==> config.mk <==
export PLATFORM = sky130hd
export DESIGN_NAME = nmi_timeout_bridge
export DESIGN_NICKNAME = d
export VERILOG_FILES = /design/src/rtl/nmi_bridge_pkg.sv /design/src/rtl/nmi_wait_timer.sv /design/src/rtl/nmi_timeout_bridge.sv
export SDC_FILE = /design/constraint.sdc
export NUM_CORES = 1
export LEC_CHECK = 0
export ABC_AREA = 1
export BUFFER_PORTS_ARGS = -buffer_cell sky130_fd_sc_hd__buf_4
export CAP_MARGIN = 15
export CORE_ASPECT_RATIO = 1.2
export CORE_UTILIZATION = 49
export DETAILED_ROUTE_END_ITERATION = 8
export GPL_TIMING_DRIVEN = 0
export PLACE_DENSITY_LB_ADDON = 0.08
export SYNTH_ARGS = -nofsm -noshare
export SYNTH_HDL_FRONTEND = slang
export SYNTH_HIERARCHICAL = 1
export SYNTH_SLANG_ARGS = --single-unit
==> constraint.sdc <==
create_clock -name clk_i -period 2.35 [get_ports clk_i]
set_input_delay 0.1175 -clock clk_i [delete_from_list [all_inputs] [get_ports clk_i]]
set_output_delay 0.1175 -clock clk_i [all_outputs]
set_load 0.005 [all_outputs]
==> src/rtl/nmi_bridge_pkg.sv <==
// nmi_bridge_pkg: shared state encoding, NMI field widths and error read value
package nmi_bridge_pkg;
  localparam int ADDR_W = 32;
  localparam int DATA_W = 32;
  localparam int STRB_W = 4;
  localparam logic [DATA_W-1:0] ERR_RDATA_DEF = 32'hDEAD_BEEF;
  typedef enum logic [1:0] {IDLE, REQ, RESP} state_t;
endpackage

==> src/rtl/nmi_wait_timer.sv <==
// nmi_wait_timer: counts stalled request cycles and pulses when the limit is reached
module nmi_wait_timer #(
  parameter int TIMEOUT_CYCLES = 1024
) (
  input  logic clk_i,
  input  logic rst_n_i,
  input  logic clr_i,
  input  logic en_i,
  output logic expired_o
);
  localparam int W = TIMEOUT_CYCLES == 0 ? 1 : $clog2(TIMEOUT_CYCLES + 1);
  localparam logic [W-1:0] LAST = W'(TIMEOUT_CYCLES == 0 ? 0 : TIMEOUT_CYCLES - 1);
  logic [W-1:0] cnt_q;
  // stall counter, held at zero outside of a pending request
  always_ff @(posedge clk_i or negedge rst_n_i)
    if (!rst_n_i) cnt_q <= '0;
    else if (clr_i) cnt_q <= '0;
    else if (en_i && TIMEOUT_CYCLES != 0) cnt_q <= cnt_q + W'(1);
  assign expired_o = (TIMEOUT_CYCLES != 0) && en_i && (cnt_q == LAST);
endmodule

==> src/rtl/nmi_timeout_bridge.sv <==
// nmi_timeout_bridge: registers core NMI requests and completes them with an error if the fabric hangs
module nmi_timeout_bridge
  import nmi_bridge_pkg::*;
#(
  parameter int TIMEOUT_CYCLES = 1024,
  parameter logic [DATA_W-1:0] ERR_RDATA = ERR_RDATA_DEF,
  parameter int ERR_CNT_W = 8
) (
  input  logic                 clk_i,
  input  logic                 rst_n_i,
  input  logic                 s_valid_i,
  output logic                 s_ready_o,
  input  logic [ADDR_W-1:0]    s_addr_i,
  input  logic [DATA_W-1:0]    s_wdata_i,
  input  logic [STRB_W-1:0]    s_wstrb_i,
  output logic [DATA_W-1:0]    s_rdata_o,
  output logic                 m_valid_o,
  input  logic                 m_ready_i,
  output logic [ADDR_W-1:0]    m_addr_o,
  output logic [DATA_W-1:0]    m_wdata_o,
  output logic [STRB_W-1:0]    m_wstrb_o,
  input  logic [DATA_W-1:0]    m_rdata_i,
  input  logic                 err_clr_i,
  output logic                 err_o,
  output logic [ADDR_W-1:0]    err_addr_o,
  output logic [ERR_CNT_W-1:0] err_cnt_o
);
  state_t state_q, state_d;
  logic expired;
  nmi_wait_timer #(.TIMEOUT_CYCLES(TIMEOUT_CYCLES)) u_timer (
    .clk_i    (clk_i),
    .rst_n_i  (rst_n_i),
    .clr_i    (state_q != REQ),
    .en_i     (state_q == REQ && !m_ready_i),
    .expired_o(expired)
  );
  // state register
  always_ff @(posedge clk_i or negedge rst_n_i)
    if (!rst_n_i) state_q <= IDLE;
    else state_q <= state_d;
  // next state and handshake outputs; fabric ready beats a coincident timeout
  always_comb begin
    state_d   = state_q;
    s_ready_o = state_q == RESP;
    m_valid_o = state_q == REQ;
    state_d   = state_q == IDLE ? (s_valid_i ? REQ : IDLE) :
                state_q == REQ  ? ((m_ready_i || expired) ? RESP : REQ) : IDLE;
  end
  // request capture, response data and sticky error log; a timeout outranks a clear
  always_ff @(posedge clk_i or negedge rst_n_i)
    if (!rst_n_i) begin
      m_addr_o   <= '0;
      m_wdata_o  <= '0;
      m_wstrb_o  <= '0;
      s_rdata_o  <= '0;
      err_o      <= 1'b0;
      err_addr_o <= '0;
      err_cnt_o  <= '0;
    end else begin
      if (state_q == IDLE && s_valid_i) begin
        m_addr_o  <= s_addr_i;
        m_wdata_o <= s_wdata_i;
        m_wstrb_o <= s_wstrb_i;
      end
      if (state_q == REQ && m_ready_i) s_rdata_o <= m_rdata_i;
      else if (expired) s_rdata_o <= ERR_RDATA;
      if (expired) begin
        err_o      <= 1'b1;
        err_addr_o <= m_addr_o;
        err_cnt_o  <= err_clr_i ? ERR_CNT_W'(1) : (&err_cnt_o ? err_cnt_o : err_cnt_o + ERR_CNT_W'(1));
      end else if (err_clr_i) begin
        err_o      <= 1'b0;
        err_addr_o <= '0;
        err_cnt_o  <= '0;
      end
    end
endmodule

---- Word level (Yosys, flattened, before mapping) ----
Cells that the tools add are included.
cells by class
  muxes and demuxes ....................... 16
  eq/ne operators ......................... 5
  reductions and logical operators ........ 12
  add/sub/neg operators ................... 2
operators with widths
  operator                 count
  $mux W32                 4
  $mux W8                  4
  $mux W11                 2
  $add A11 B1 Y11 const B  1
  $eq A11 B10 Y1 const B   1
  $add A8 B1 Y8 const B    1
  $reduce_and A8 Y1        1
  $mux W2                  3
  $reduce_bool A2 Y1       3
  $logic_and A1 B1 Y1      4
  $mux W1                  3
  $eq A2 B1 Y1 const B     1
  $eq A2 B2 Y1 const B     1
  $logic_not A2 Y1         1
  $ne A2 B1 Y1 const B     1
  $ne A2 B2 Y1 const B     1
  $reduce_and A2 Y1        1
  $logic_not A1 Y1         1
  $logic_or A1 B1 Y1       1
word-level totals
  word-level logic and storage cells ...... 44
  output and inout port bits .............. 143
  bits in registers ....................... 154
  bits of input ports ..................... 105

---- Depth between registers and ports, before layout ----
  depth after elaboration ................. 7
  depth in mapped cells ................... 14
  depth with buffers taken out ............ 12

---- Cells and area by module ----
The synthesis kept the hierarchy.
modules (own cells, without submodules)
  module              instances  cells an instance  seq. area each (um2)  area each (um2)
  nmi_timeout_bridge  1          495                3578.4                5765.5
  nmi_wait_timer      1          89                 275.3                 655.6

---- Worst setup path after synthesis ----
Ideal clock, no wire load.
  path kind ............................... register -> register
  start ................................... register state_q[1]
  end ..................................... register err_addr_o[24]
  setup slack ............................. 0.311 ns
  stages on the path, launching flop included .. 12
  required time ........................... 2.216 ns
  data arrival time ....................... 1.905 ns
  cells stage by stage .................... dfrtp_1 > nor2_2 > inv_1 > nor2_1 > buf_6 > nand2_1 > nor3_1 > inv_2 > buf_2 > buf_2 > nand3_1 > o21ai_0
between the ends
  cells in the longest elaborated chain, start to end .. 4
  elaborated cells on any way between the ends .. 5
  classes of those cells .................. 1 x eq/ne; 1 x mux; 3 x reduce/logical
ends and longest elaborated chain
  what                                            RTL line                  RTL
  start, declared                                 nmi_timeout_bridge.sv:28  state_t state_q, state_d;
  start signal, assigned                          nmi_timeout_bridge.sv:40  else state_q <= state_d;
  $eq A2 B1 Y1 (*)                                nmi_timeout_bridge.sv:34  .en_i (state_q == REQ && !m_ready_i),
  $logic_and A1 B1 Y1 (*)                         nmi_timeout_bridge.sv:34
  $logic_and A1 B1 Y1 (*)                         nmi_wait_timer.sv:19      assign expired_o = (TIMEOUT_CYCLES != 0) && en_i && (cnt_q == LAST);
  net expired                                     nmi_timeout_bridge.sv:29  logic expired;
  $mux W32 or $reduce_bool A2 Y1 (tied branches)  -
  end signal, assigned                            nmi_timeout_bridge.sv:69  err_addr_o <= m_addr_o;
  end, declared                                   nmi_timeout_bridge.sv:25  output logic [ADDR_W-1:0] err_addr_o,
Mark *: on every way through the listed nets, which the timed path passes. The rest lies on a longest branch.
A chain may end at the register's enable or synchronous reset.

---- Final worst setup path ----
  start ................................... register u_timer.cnt_q[1]
  end ..................................... register err_addr_o[20]
between the ends
  cells in the longest elaborated chain, start to end .. 3
  elaborated cells on any way between the ends .. 4
  classes of those cells .................. 1 x eq/ne; 1 x mux; 2 x reduce/logical
ends and longest elaborated chain
  what                                            RTL line                  RTL
  start, declared                                 nmi_wait_timer.sv:13      logic [W-1:0] cnt_q;
  start signal, assigned                          nmi_wait_timer.sv:18      else if (en_i && TIMEOUT_CYCLES != 0) cnt_q <= cnt_q + W'(1);
  $eq A11 B10 Y1 (*)                              nmi_wait_timer.sv:19
  $logic_and A1 B1 Y1 (*)                         nmi_wait_timer.sv:19
  net expired                                     nmi_timeout_bridge.sv:29
  $mux W32 or $reduce_bool A2 Y1 (tied branches)  -
Marks and branches as above.

==> implementation parameters <==
Parameter                              Value

Final layout
  Number of filler cells placed in the layout ... 801
  Nets ... between 1,000 and 1,500
  Layout-stage area growth over the synthesis result ... 56.9%
  Antenna diode count ... 0
  Layout Cell Area excl Fill ... 10,100 µm²
  Final core utilization ... 0.792
  Fraction of final layout cells with drive strength greater than 1 ... 0.399
  Final non-filler cell total ... 1,129

Yosys
  Post-synthesis average cell area ... 11.0 µm²
  Share of the synthesized area in the top cell type ... 0.600
  Net count after synthesis ... around 700
  Synthesized cell area ... 6420 µm²
  Biggest area contributors in the synthesized netlist ... dfrtp_1 (60%), mux2_4 (5.1%), nand2_1 (4.7%), nand3_1 (4.1%), a21oi_2 (4.0%)
  Number of distinct library cells after synthesis ... 31
  Number of flops mapped to enable cells by yosys ... 0
  Yosys warning count ... 6
  Top cell type by total area after synthesis ... dfrtp_1
  Fraction of registers with async set or reset after synthesis ... 1.00
  Most used flip-flop cell after synthesis ... dfrtp_1
  Most instantiated library cell after synthesis ... dfrtp_1
  Ranking of synthesized cells by instance count ... dfrtp_1 (154), nand2_1 (80), nor2_1 (55), nand3_1 (52), inv_1 (49)
  Sequential element share of the synthesized area ... 0.600
  Gate Count Post-Synth ... 584
  Flip-flop and latch count after synthesis ... 154

Worst setup path
  Worst setup endpoint ... err_addr_o[20]
  Kind of start point of the critical path ... flip-flop
  Critical path data arrival time ... 2.45 ns
  Number of cells traversed by the worst register-to-register path ... 10
  Type of the setup path with the least slack ... flip-flop to flip-flop
  R2R setup slack ... 0.16 ns
  Worst setup startpoint ... u_timer/cnt_q[1]
  Maximum fanout count along the critical path ... 10
  Capture instance of the worst register-to-register path ... err_addr_o[20]
  FF-to-FF Start ... u_timer/cnt_q[1]
  Crit end category ... flip-flop
  WP data required ... about 2.6 ns

Route
  DRT Wirelength ... approximately 19,000 µm
  Detailed router's first-iteration violation count ... 285
  Routed length per placed instance ... 16.7 µm
  Detailed-routing iteration count for the pre-antenna-repair pass ... 5
  Drt via density ... 5.02
  Final routed DRC violation total ... 0
  Residual antenna-violating net count after detailed routing ... 0
  Overall via count from detail_route ... 5,672

Pwr
  Areal power density over the cells ... 956 nW/µm²
  Leakage component of the power ... 5.04 nW
  Power consumption ... 9.63 mW
  VDD IR-drop max ... a little over 0.6 mV

Floorplan
  Standard-cell row count ... 45
  Initial core utilization ... 0.505
  Area inside the core boundary ... 12,700 µm²
  Boundary pin count ... 248
  Overall die area ... 13,600 µm²
  Floorplan die height ... approximately 130 µm
  Die span in x ... 107 µm

Global route
  Maximum number of pins on one net before global-route repair ... 89
  Aggregate global-route resource usage ... 0.284
  First-pass GRT wire length ... just under 30,000 µm
  Number of global-route vias before repair ... slightly below 6,000
  Overflow left after global routing ... 0
  Antenna violations before repair ... 0

STA
  Number of endpoints with negative hold slack in the final report ... 0
  Clock tree skew after final layout ... 0.0124 ns
  Hold slack final ... 0.0138 ns
  Fin crit period ... 2.19 ns
  Final Max Slew Viols ... 0
  Final period utilization ... 0.933
  Least setup slack across all paths after layout ... 0.158 ns
  Count of endpoints failing setup in the final report ... 0
  Transition time of the tightest slew-check pin ... 0.636 ns
  Achievable Freq ... 456 MHz
  Max transition margin ... 0.576
  Setup TNS after final layout ... 0 ns

Place
  Post-detailed-placement half-perimeter wirelength ... 12,300 µm
  Count of port buffers added during placement ... 247
  Placed Cells incl. Taps ... between 900 and 1,000
  Worst slack at placement ... -0.279 ns
  Weighted congestion reported at the end of routability-driven placement ... around 0.81
  Total cell area at the placement stage ... between 8000 and 9000 µm²

Clock tree
  Clk Latency, worst-skew pair ... 0.42 ns
  TritonCTS buffer count ... 17
  Worst-case clock buffer depth ... 2
  H-tree Lvls ... 4
  CTS clock-pin slew for the worst setup and hold paths ... 0.07 ns
  Cell chosen for the clock root ... clkbuf_16
  CTS tree ... done
  Clock sink count ... 154

Hold path
  Hold WC Path Type ... input pin to flip-flop

Status
  Outcome ... finished clean

Run
  Number of max-capacitance violations reported ... 0
[power by group]
part           leakage [nW]  internal (mW)  total (mW)  switching, mW
clock                 0.254           1.39        2.51           1.12
combinational          2.91           1.88        3.24           1.36
sequential             1.88           3.42        3.88          0.460
total                  5.04           6.69        9.63           2.94
[cells in the final DEF, fill, tap and decap left out, drive strengths merged]
master	instances
nor2	60
nor3	1
dlygate4sd3	100
ha	2
o21ai	36
nand2	84
mux2	36
o22a	24
dfrtp	154
or2	1
clkinv	4
a21oi	37
buf	273
inv	60
clkbuf	25
nand4	5
o21bai	1
clkinvlp	4
a31oi	1
nand3	57
[layer usage]
layer  track usage  vias up  share of wire
li1              -     2667              -
met1         0.327     2744           0.38
met2         0.508      222           0.53
met3        0.0648       39          0.063
met4         0.118        0          0.027
met5             0        -              0
[worst min-delay path by stage]
stage | startpoint | slack, ns | end | cells after the start
2_1_floorplan | rst_n_i | -0.18 | err_addr_o[0] | 0
3_3_place_gp | s_wstrb_i[1] | 0.33 | m_wstrb_o[1] | 2
3_5_place_dp | rst_n_i | 0.16 | err_addr_o[28] | 1
4_1_cts | m_rdata_i[22] | 0.01 | s_rdata_o[22] | 3
5_1_grt | m_rdata_i[22] | 0.008 | s_rdata_o[22] | 3
6_report | m_rdata_i[22] | 0.01 | s_rdata_o[22] | 3
[flip-flops by register name, summed over array words and instances (netlist names)]
name,cells
state_q,2
m_wstrb_o,4
u_timer/cnt_q,11
err_cnt_o,8
m_wdata_o,32
s_rdata_o,32
err_addr_o,32
m_addr_o,32
err_o,1
[critical path, stage by stage, from the launching register on]
cell	delay, ns
dfrtp_1	0.40
ha_1	0.23
nand3_2	0.12
nor2_1	0.15
nand2_1	0.11
nor3_4	0.28
inv_4	0.11
buf_2	0.19
buf_2	0.20
nand3_1	0.10
o21ai_0	0.14
[what timing repair did]
item,4_1_cts,5_1_grt
pin swaps,0,1
setup buffers,0,1
gates resized for setup,2,3
setup endpoints to repair,65,36
hold endpoints to repair,165,0
hold buffers,100,0
[cell families after synthesis]
| kind of cell | synth area share |
|---|---|
| AOI/OAI and AO/OA | 0.109 |
| adders and majority gates | 0.00390 |
| buffers and inverters | 0.0639 |
| DFF | 0.600 |
| muxes | 0.0760 |
| and+or+nand+nor | 0.147 |
[area by class of cell]
class / instances / area [µm²] / area share
well taps: 164 / 205 / 0.0204
repair buffers: 349 / 2890 / 0.287
inverters: 56 / 213 / 0.0211
plain buffers: 29 / 203 / 0.0201
multi-input cells: 345 / 2170 / 0.215
flip-flops and latches: 154 / 3850 / 0.383
clock buffers: 20 / 447 / 0.0443
clock inverters: 12 / 88.8 / 0.00882
No activity file was read; power rests on OpenSTA's default activity.
